File: src/rtl/pipeline_ctrl_pkg.sv
// Shared types and helpers for the pipeline hazard sequencer.
package pipeline_ctrl_pkg;

   typedef enum logic [1:0] {
      RUN      = 2'd0,
      FLUSH    = 2'd1,
      MC_WAIT  = 2'd2,
      MEM_WAIT = 2'd3
   } ctrl_state_t;

   localparam logic [4:0] REG_ZERO = 5'd0;

   function automatic logic src_match(input logic uses, input logic [4:0] rs, input logic [4:0] rd);
      return uses && (rs == rd);
   endfunction

endpackage

File: src/rtl/pipeline_hazard_ctrl_sat_counter.sv
// Saturating up-counter used for the stall and flush performance counters.
module sat_counter #(
   parameter int W = 32
) (
   input  logic         clk,
   input  logic         rst,
   input  logic         inc,
   output logic [W-1:0] cnt
);

   logic [W-1:0] cnt_q, cnt_d;

   always_comb begin
      cnt_d = cnt_q;
      if (inc && (cnt_q != '1)) cnt_d = cnt_q + 1'b1;
   end

   always_ff @(posedge clk or negedge rst) begin
      if (!rst) cnt_q <= '0;
      else      cnt_q <= cnt_d;
   end

   assign cnt = cnt_q;

endmodule

File: src/rtl/pipeline_hazard_ctrl.sv
// Pipeline register sequencer: load-use, branch flush, multicycle-EX and memory-wait handling.
//  state    | meaning
//  RUN      | normal issue; hazards resolved by priority each cycle
//  FLUSH    | extra post-branch cycles keeping IF/ID and ID/EX flushed
//  MC_WAIT  | front end frozen until the multicycle EX result is ready
//  MEM_WAIT | whole pipe frozen until data memory completes
module pipeline_hazard_ctrl
   import pipeline_ctrl_pkg::*;
#(
   parameter int FLUSH_EXTRA = 0,
   parameter int MC_TIMEOUT  = 64,
   parameter int CNT_W       = 32
) (
   input  logic             clk,
   input  logic             rst,
   input  logic [4:0]       id_rs1,
   input  logic [4:0]       id_rs2,
   input  logic             id_uses_rs1,
   input  logic             id_uses_rs2,
   input  logic             ex_memread,
   input  logic [4:0]       ex_rd,
   input  logic             ex_branch_taken,
   input  logic             ex_mc_start,
   input  logic             ex_mc_done,
   input  logic             mem_req,
   input  logic             mem_ready,
   output logic             pc_we,
   output logic             ifid_we,
   output logic             idex_we,
   output logic             exmem_we,
   output logic             memwb_we,
   output logic             ifid_flush,
   output logic             idex_bubble,
   output logic             exmem_bubble,
   output logic             mc_timeout_err,
   output logic [CNT_W-1:0] stall_cnt,
   output logic [CNT_W-1:0] flush_cnt
);

   localparam int          MC_W       = $clog2(MC_TIMEOUT + 1);
   localparam logic [MC_W-1:0] MC_MAX = MC_W'(MC_TIMEOUT);
   localparam logic [3:0]  FLUSH_INIT = 4'(FLUSH_EXTRA);

   ctrl_state_t     state_q, state_d, ret_q, ret_d;
   logic [3:0]      flush_ctr_q, flush_ctr_d;
   logic [MC_W-1:0] mc_ctr_q, mc_ctr_d;
   logic            err_q, err_d;
   logic            mem_stall, load_use, flush_inc, stall_inc;

   assign mem_stall = mem_req && !mem_ready;
   assign load_use  = ex_memread && (ex_rd != REG_ZERO) &&
                      (src_match(id_uses_rs1, id_rs1, ex_rd) || src_match(id_uses_rs2, id_rs2, ex_rd));

   always_comb begin
      state_d      = state_q;
      ret_d        = ret_q;
      flush_ctr_d  = flush_ctr_q;
      mc_ctr_d     = mc_ctr_q;
      err_d        = err_q;
      flush_inc    = 1'b0;
      pc_we        = 1'b0;
      ifid_we      = 1'b0;
      idex_we      = 1'b0;
      exmem_we     = 1'b0;
      memwb_we     = 1'b0;
      ifid_flush   = 1'b0;
      idex_bubble  = 1'b0;
      exmem_bubble = 1'b0;
      unique case (state_q)
         RUN: begin
            if (mem_stall) begin
               state_d = MEM_WAIT;
               ret_d   = RUN;
            end else if (ex_branch_taken) begin
               {pc_we, ifid_we, idex_we, exmem_we, memwb_we} = 5'b11111;
               ifid_flush  = 1'b1;
               idex_bubble = 1'b1;
               flush_inc   = 1'b1;
               if (FLUSH_EXTRA > 0) begin
                  state_d     = FLUSH;
                  flush_ctr_d = FLUSH_INIT;
               end
            end else if (ex_mc_start) begin
               exmem_we     = 1'b1;
               memwb_we     = 1'b1;
               exmem_bubble = 1'b1;
               state_d      = MC_WAIT;
               mc_ctr_d     = '0;
            end else if (load_use) begin
               {idex_we, exmem_we, memwb_we} = 3'b111;
               idex_bubble = 1'b1;
            end else begin
               {pc_we, ifid_we, idex_we, exmem_we, memwb_we} = 5'b11111;
            end
         end
         FLUSH: begin
            // a memory wait freezes the flush window; flush_ctr_q is kept
            if (mem_stall) begin
               state_d = MEM_WAIT;
               ret_d   = FLUSH;
            end else begin
               {pc_we, ifid_we, idex_we, exmem_we, memwb_we} = 5'b11111;
               ifid_flush  = 1'b1;
               idex_bubble = 1'b1;
               flush_ctr_d = flush_ctr_q - 1'b1;
               if (flush_ctr_q <= 4'd1) begin
                  state_d     = RUN;
                  flush_ctr_d = '0;
               end
            end
         end
         MC_WAIT: begin
            if (ex_mc_done) begin
               {pc_we, ifid_we, exmem_we, memwb_we} = 4'b1111;
               state_d = RUN;
            end else begin
               exmem_we     = 1'b1;
               memwb_we     = 1'b1;
               exmem_bubble = 1'b1;
               if (mc_ctr_q != MC_MAX) mc_ctr_d = mc_ctr_q + 1'b1;
               if (mc_ctr_d == MC_MAX) err_d = 1'b1;
            end
         end
         MEM_WAIT: begin
            if (mem_ready) begin
               {pc_we, ifid_we, idex_we, exmem_we, memwb_we} = 5'b11111;
               state_d = ret_q;
            end
         end
         default: state_d = RUN;
      endcase
      if (!rst) begin
         {pc_we, ifid_we, idex_we, exmem_we, memwb_we} = 5'b00000;
         ifid_flush   = 1'b1;
         idex_bubble  = 1'b1;
         exmem_bubble = 1'b1;
         flush_inc    = 1'b0;
      end
   end

   assign stall_inc      = rst && !pc_we;
   assign mc_timeout_err = err_q;

   always_ff @(posedge clk or negedge rst) begin
      if (!rst) begin
         state_q     <= RUN;
         ret_q       <= RUN;
         flush_ctr_q <= '0;
         mc_ctr_q    <= '0;
         err_q       <= 1'b0;
      end else begin
         state_q     <= state_d;
         ret_q       <= ret_d;
         flush_ctr_q <= flush_ctr_d;
         mc_ctr_q    <= mc_ctr_d;
         err_q       <= err_d;
      end
   end

   sat_counter #(.W(CNT_W)) u_stall_cnt (
      .clk (clk),
      .rst (rst),
      .inc (stall_inc),
      .cnt (stall_cnt)
   );

   sat_counter #(.W(CNT_W)) u_flush_cnt (
      .clk (clk),
      .rst (rst),
      .inc (flush_inc),
      .cnt (flush_cnt)
   );

endmodule

File: config.mk
export PLATFORM = sky130hd
export DESIGN_NAME = pipeline_hazard_ctrl
export DESIGN_NICKNAME = d
export VERILOG_FILES = /design/src/rtl/pipeline_ctrl_pkg.sv /design/src/rtl/pipeline_hazard_ctrl_sat_counter.sv /design/src/rtl/pipeline_hazard_ctrl.sv
export SDC_FILE = /design/constraint.sdc
export NUM_CORES = 1
export LEC_CHECK = 0
export ABC_AREA = 1
export ABC_CLOCK_PERIOD_IN_PS = 5200
export CORE_ASPECT_RATIO = 1.1
export CORE_MARGIN = 5
export CORE_UTILIZATION = 30
export DETAILED_ROUTE_END_ITERATION = 10
export PLACE_DENSITY = 0.56
export SYNTH_ARGS = -nofsm -noshare
export SYNTH_HDL_FRONTEND = slang
export SYNTH_SLANG_ARGS = --single-unit
File: constraint.sdc
create_clock -name clk -period 5.2 [get_ports clk]
set_input_delay 1.04 -clock clk [delete_from_list [all_inputs] [get_ports clk]]
set_output_delay 1.04 -clock clk [all_outputs]
set_load 0.005 [all_outputs]
-- Word level (Yosys, flattened, before mapping)
Index checks and enable logic that the tools add are counted.
- $add $sub $neg: 4
- order comparisons: 1
- eq/ne operators: 20
- multiplexer cells: 54
- bitwise gates (word level): 2
- reduce and logical (&&, ||, !) cells: 21
- operators by type and width (operator ; number):
    adder 32 x 1 -> 32 bit (second input constant) ; 2
    != test 32 bit (second input constant) ; 2
    2-to-1 mux 7 bit ; 7
    2-to-1 mux 1 bit ; 28
    2-to-1 mux 2 bit ; 9
    != test 2 bit (second input constant) ; 8
    case mux 7 bit (2 select lines) ; 1
    == test 5 bit ; 2
    AND reduction 5 bit ; 2
    != test 3 bit (second input constant) ; 3
    logical AND 1 bit ; 8
    case mux 2 bit (4 select lines) ; 1
    adder 7 x 1 -> 7 bit (second input constant) ; 1
    == test 7 bit (second input constant) ; 1
    != test 7 bit (second input constant) ; 1
    case mux 1 bit (2 select lines) ; 3
    case mux 1 bit (3 select lines) ; 2
    AND reduction 3 bit ; 2
    nonzero test 5 bit ; 1
    == test 2 bit (second input constant) ; 2
    <= comparator 4 x 1 -> 1 bit (second input constant) ; 1
    2-to-1 mux 4 bit ; 1
    case mux 1 bit (4 select lines) ; 1
    case mux 2 bit (2 select lines) ; 1
    9 further kinds ; 12
- register bits after elaboration: 80
- output and inout port bits: 73
- word-level logic and storage cells: 109

-- Logic depth before layout (Yosys ltp)
- depth after elaboration: 13
- gate-level depth with buffers: 12

-- Modules after synthesis
From an unflattened synthesis, not the netlist that was laid out.
- cells, all modules: 844
- area, all modules: 5592.9 um^2
- by module, submodules not included (module ; times used ; cells an instance ; area an instance (um^2) ; sequential area each (um^2)):
    sat_counter (u_flush_cnt) ; 1 ; 333 ; 2190.9 ; 800.8
    sat_counter (u_stall_cnt) ; 1 ; 321 ; 2108.3 ; 800.8
    pipeline_hazard_ctrl ; 1 ; 190 ; 1293.7 ; 375.4

-- Least setup slack after synthesis
Ideal clock, no wire load.
- path type: input port to output port
- start: input mem_ready
- end: output pc_we
- arrival time: 2.119 ns
- data required time: 4.160 ns
- path slack: 2.041 ns
- stages: 10
- path through: inv_1 -> nand2_1 -> nand3_1 -> o21ai_0 -> inv_1 -> nand2_1 -> a21oi_2 -> buf_2 -> nor2_1 -> buf_4
- cells in the longest elaborated chain, start to end: 5
- elaborated cells on any way between the ends: 7
- classes of those cells: mux: 5; reduce/logical: 2
- RTL lines (item ; line ; RTL):
    from (decl) ; pipeline_hazard_ctrl.sv:26 ; input logic mem_ready,
    logical NOT 1 bit ; pipeline_hazard_ctrl.sv:50 ; assign mem_stall = mem_req && !mem_ready;
    logical AND 1 bit ; pipeline_hazard_ctrl.sv:50 ;
    2-to-1 mux 1 bit, on equally long branches ; - ;
    case mux 1 bit (4 select lines) * ; - ;
    2-to-1 mux 1 bit * ; - ;
    to (decl) ; pipeline_hazard_ctrl.sv:27 ; output logic pc_we,
Every way passes the cells marked *; elsewhere a longest branch is shown, timed or not.

-- Worst setup path in the final report
- start: input mem_ready
- end: output pc_we
- cells in the longest elaborated chain, start to end: 5
- elaborated cells on any way between the ends: 7
- classes of those cells: mux: 5; reduce/logical: 2
- RTL lines (item ; line ; RTL):
    logical NOT 1 bit ; pipeline_hazard_ctrl.sv:50 ;
    logical AND 1 bit ; pipeline_hazard_ctrl.sv:50 ;
    2-to-1 mux 1 bit, on equally long branches ; pipeline_hazard_ctrl.sv:98, pipeline_hazard_ctrl.sv:71 ;
    case mux 1 bit (4 select lines) * ; pipeline_hazard_ctrl.sv:69 ; unique case (state_q)
    2-to-1 mux 1 bit * ; pipeline_hazard_ctrl.sv:132 ; if (!rst) begin
Marked as above.

==> flow_metrics.py <==
metrics = {
    "power_and_ir_drop": {
        "p_leak_uw": 0.00300,
        "max-vdd-ir-drop_mv": 0.169,
        "power_uw": 2070,
        "powerDensity_nw_per_um2": 317,
    },
    "worst_setup_path": {
        "end_kind": "output port",
        "reg2reg_depth": 10,
        "critPathKind": "primary input to output port",
        "worst_ep_arrival_time_ns": 2.94,
        "r2r_setup_slack_ns": 2.35,
        "worst_setup_path_start_kind": "primary input",
        "crit_fanout": 5,
        "cp.required_ns": 4.16,
    },
    "synth": {
        "syn-num-nets": 734,
        "yosysWarnings": 0,
        "syn_area_per_cell_sq_um": 7.25,
        "yosysTopAreaCell": "dfrtp_1",
        "ys_seq_elements": 79,
        "syn_inst": 703,
        "seq_area_frac_synth_pct": 38.8,
        "syn_area_sq_um": 5100,
        "synth_top_area_share_pct": 38.8,
        "synth_area_leaders": "dfrtp_1 39%, nand2_1 16%, xor2_1 7.6%, nand4_1 6.3%, nor2_1 6.0%",
        "ys_types": 36,
    },
    "cts": {
        "holdBufCountCts": 0,
        "h-tree-depth": 3,
        "post_cts_buffers": 0,
        "cts_resized": 0,
        "cts_buffers": 9,
        "cts_tree": "done",
        "cts_sinks": 79,
        "root_buffer": "clkbuf_16",
        "clock_latency_ns": 0.35,
        "cts_buffer_depth": 2,
        "clk_pin_slew_ns": 0.06,
    },
    "cells_and_area": {
        "final_cells": 1008,
        "diodes": 0,
        "drive_above_1_share_pct": 4.63,
        "nFillCells": 1784,
        "area_growth_pct": 28.0,
        "nets": 826,
    },
    "placed_design": {
        "dp_hpwl_mm": 10.6,
        "gp_congestion": 0.863,
        "port_buffers": 97,
        "place_inst": 992,
        "pre_cts_ws_ns": 1.22,
    },
    "worst_hold_path": {
        "min_path_type": "register to register",
        "hold_depth": 1,
    },
    "grt": {
        "grt_usage_pct": 14.8,
        "antenna_found_initial": 0,
        "overflow": 0,
        "grt_pass1_vias": 4696,
        "grt_pass1_wl_mm": 23.6,
        "grt_max_degree": 88,
    },
    "route": {
        "wl_per_cell_um": 14.1,
        "drc": 0,
        "vias": 4698,
        "ant_nets": 0,
        "firstDrtPassIters": 4,
        "drt_wl_total_mm": 14.2,
        "via_per_inst": 4.66,
        "first_iter_violations": 278,
    },
    "timing": {
        "fin_crit_sh_pct": 76.6,
        "rsz0062_at_grt": "false",
        "fmax_mhz": 251,
        "hold_violations": 0,
        "fin_skew_ns": 0.00551,
        "worst_slew_pin_slew_ns": 1.00,
        "fin_tns_setup_ns": 0,
        "worst_slack_ns": 1.22,
        "drv_slew": 0,
        "relSlewSlack_pct": 33.0,
        "setup_violations": 0,
        "finalCriticalPeriod_ns": 3.98,
    },
    "die": {
        "rows": 50,
        "dieHeight_um": 147,
        "start_util_pct": 30.2,
        "die_x_um": 134,
        "die_area_sq_um": 19700,
        "ios": 98,
        "core_area_sq_um": 16900,
    },
    "flow_run": {
        "maxCapViolCount": 0,
    },
    "run_status": {
        "status": "complete, no violations",
    },
}
==> cells in the mapped netlist <==
cell type,instances
nand3b_1,3
or2_2,1
inv_2,2
nor2_1,81
a211oi_1,1
nand2_1,220
inv_1,74
buf_6,4
nor4_1,1
a22oi_1,1
buf_2,4
nand2_2,4
nor3_1,28
nor2_2,4
ha_1,6
dfrtp_1,79
a21oi_1,2
clkbuf_1,8
nor2_4,1
xor2_1,44
buf_4,3
xnor2_1,19
nand4_1,51
nand4_2,1
o21ai_1,3
nor3_2,4
nor3_4,1
o21bai_1,1
o22ai_1,7
nor3b_1,1
nand3_1,29
o21ai_0,11
a41o_1,1
a21oi_2,1
nand3_2,1
o311ai_0,1
==> worst paths after layout <==
path / start / endpoint
hold / removal: u_flush_cnt.cnt[4] / u_flush_cnt.cnt[4]
min in group asynchronous: rst / flush_ctr_q[1]
hold reg to reg: u_flush_cnt.cnt[4] / u_flush_cnt.cnt[4]
setup reg to reg: u_stall_cnt.cnt[0] / u_stall_cnt.cnt[19]
setup / recovery: mem_ready / pc_we
max in group asynchronous: rst / u_stall_cnt.cnt[12]
==> logic make-up after synthesis <==
| group | after synthesis | synth area share [%] |
|---|---|---|
| AND/OR/NAND/NOR | 431 | 37.6 |
| buffers and inverters | 95 | 7.90 |
| flip-flops | 79 | 38.8 |
| XOR/XNOR | 63 | 10.8 |
| AO/OA/AOI/OAI | 29 | 3.41 |
| adder cells (fa/ha/maj) | 6 | 1.47 |
==> layout make-up <==
class | count | area (sq um) | area share (%)
Clock buffer | 13 | 250 | 3.84
Multi-Input combinational cell | 529 | 2720 | 41.7
Clock inverter | 3 | 42.5 | 0.652
Inverter | 76 | 285 | 4.37
Tap cell | 208 | 260 | 3.99
Timing Repair Buffer | 100 | 991 | 15.2
Sequential cell | 79 | 1980 | 30.3
==> through the flow <==
step	util (%)	hold WS [ns]	cell area [sq um]
final	38.6	0.515	6520
after floorplan	-	0.468	5100
after detailed placement	36.9	0.510	6230
after CTS	38.6	0.517	6520
after global routing	38.6	0.541	6520
after global placement	36.9	0.510	6230
==> sequential cells by signal (all words and copies together), names as in the netlist <==
name / flops
u_flush_cnt.cnt: 32
u_stall_cnt.cnt: 32
mc_ctr_q: 7
flush_ctr_q: 4
state_q: 2
mc_timeout_err: 1
ret_q: 1
==> layer usage <==
layer | global-route usage [%] | vias up | wire length [um]
met1 | 19.2 | 2143 | 6520
met5 | 0 | - | 0
li1 | - | 2447 | -
met4 | 3.67 | 0 | 221
met2 | 24.3 | 90 | 6770
met3 | 4.18 | 18 | 688
==> power breakdown <==
| part | internal [uW] | switching [uW] | leakage, uW |
|---|---|---|---|
| registers | 705 | 101 | 0.00106 |
| logic | 268 | 356 | 0.00179 |
| clock network | 385 | 253 | 0.000140 |
==> worst max-delay path, stage by stage <==
cell and delay (ns):
clkdlybuf4s50_1 0.49, inv_1 0.06, nand2_1 0.09, nand3_1 0.18, o21ai_0 0.16, inv_1 0.06, nand2_1 0.11, a21oi_2 0.05
nor2_1 0.16, clkdlybuf4s50_1 0.53
==> placed cells by master, fill, tap and decap left out, drive strengths merged <==
| cell type | n |
|---|---|
| or2 | 1 |
| a211oi | 1 |
| o21ai | 14 |
| clkbuf | 13 |
| nand3b | 3 |
| o311ai | 1 |
| clkinvlp | 1 |
| o22ai | 7 |
| a21oi | 3 |
| clkinv | 1 |
| xor2 | 44 |
| a41o | 1 |
| o21bai | 1 |
| nand2 | 224 |
| a22oi | 1 |
| xnor2 | 19 |
| nor3b | 1 |
| buf | 4 |
| clkdlybuf4s50 | 96 |
| nand4 | 52 |
| nor3 | 33 |
| bufinv | 1 |
| nor4 | 1 |
| dfrtp | 79 |
| inv | 76 |
| ha | 6 |
| nand3 | 30 |
| nor2 | 86 |
Note: power is estimated with default switching activity, not from simulation.
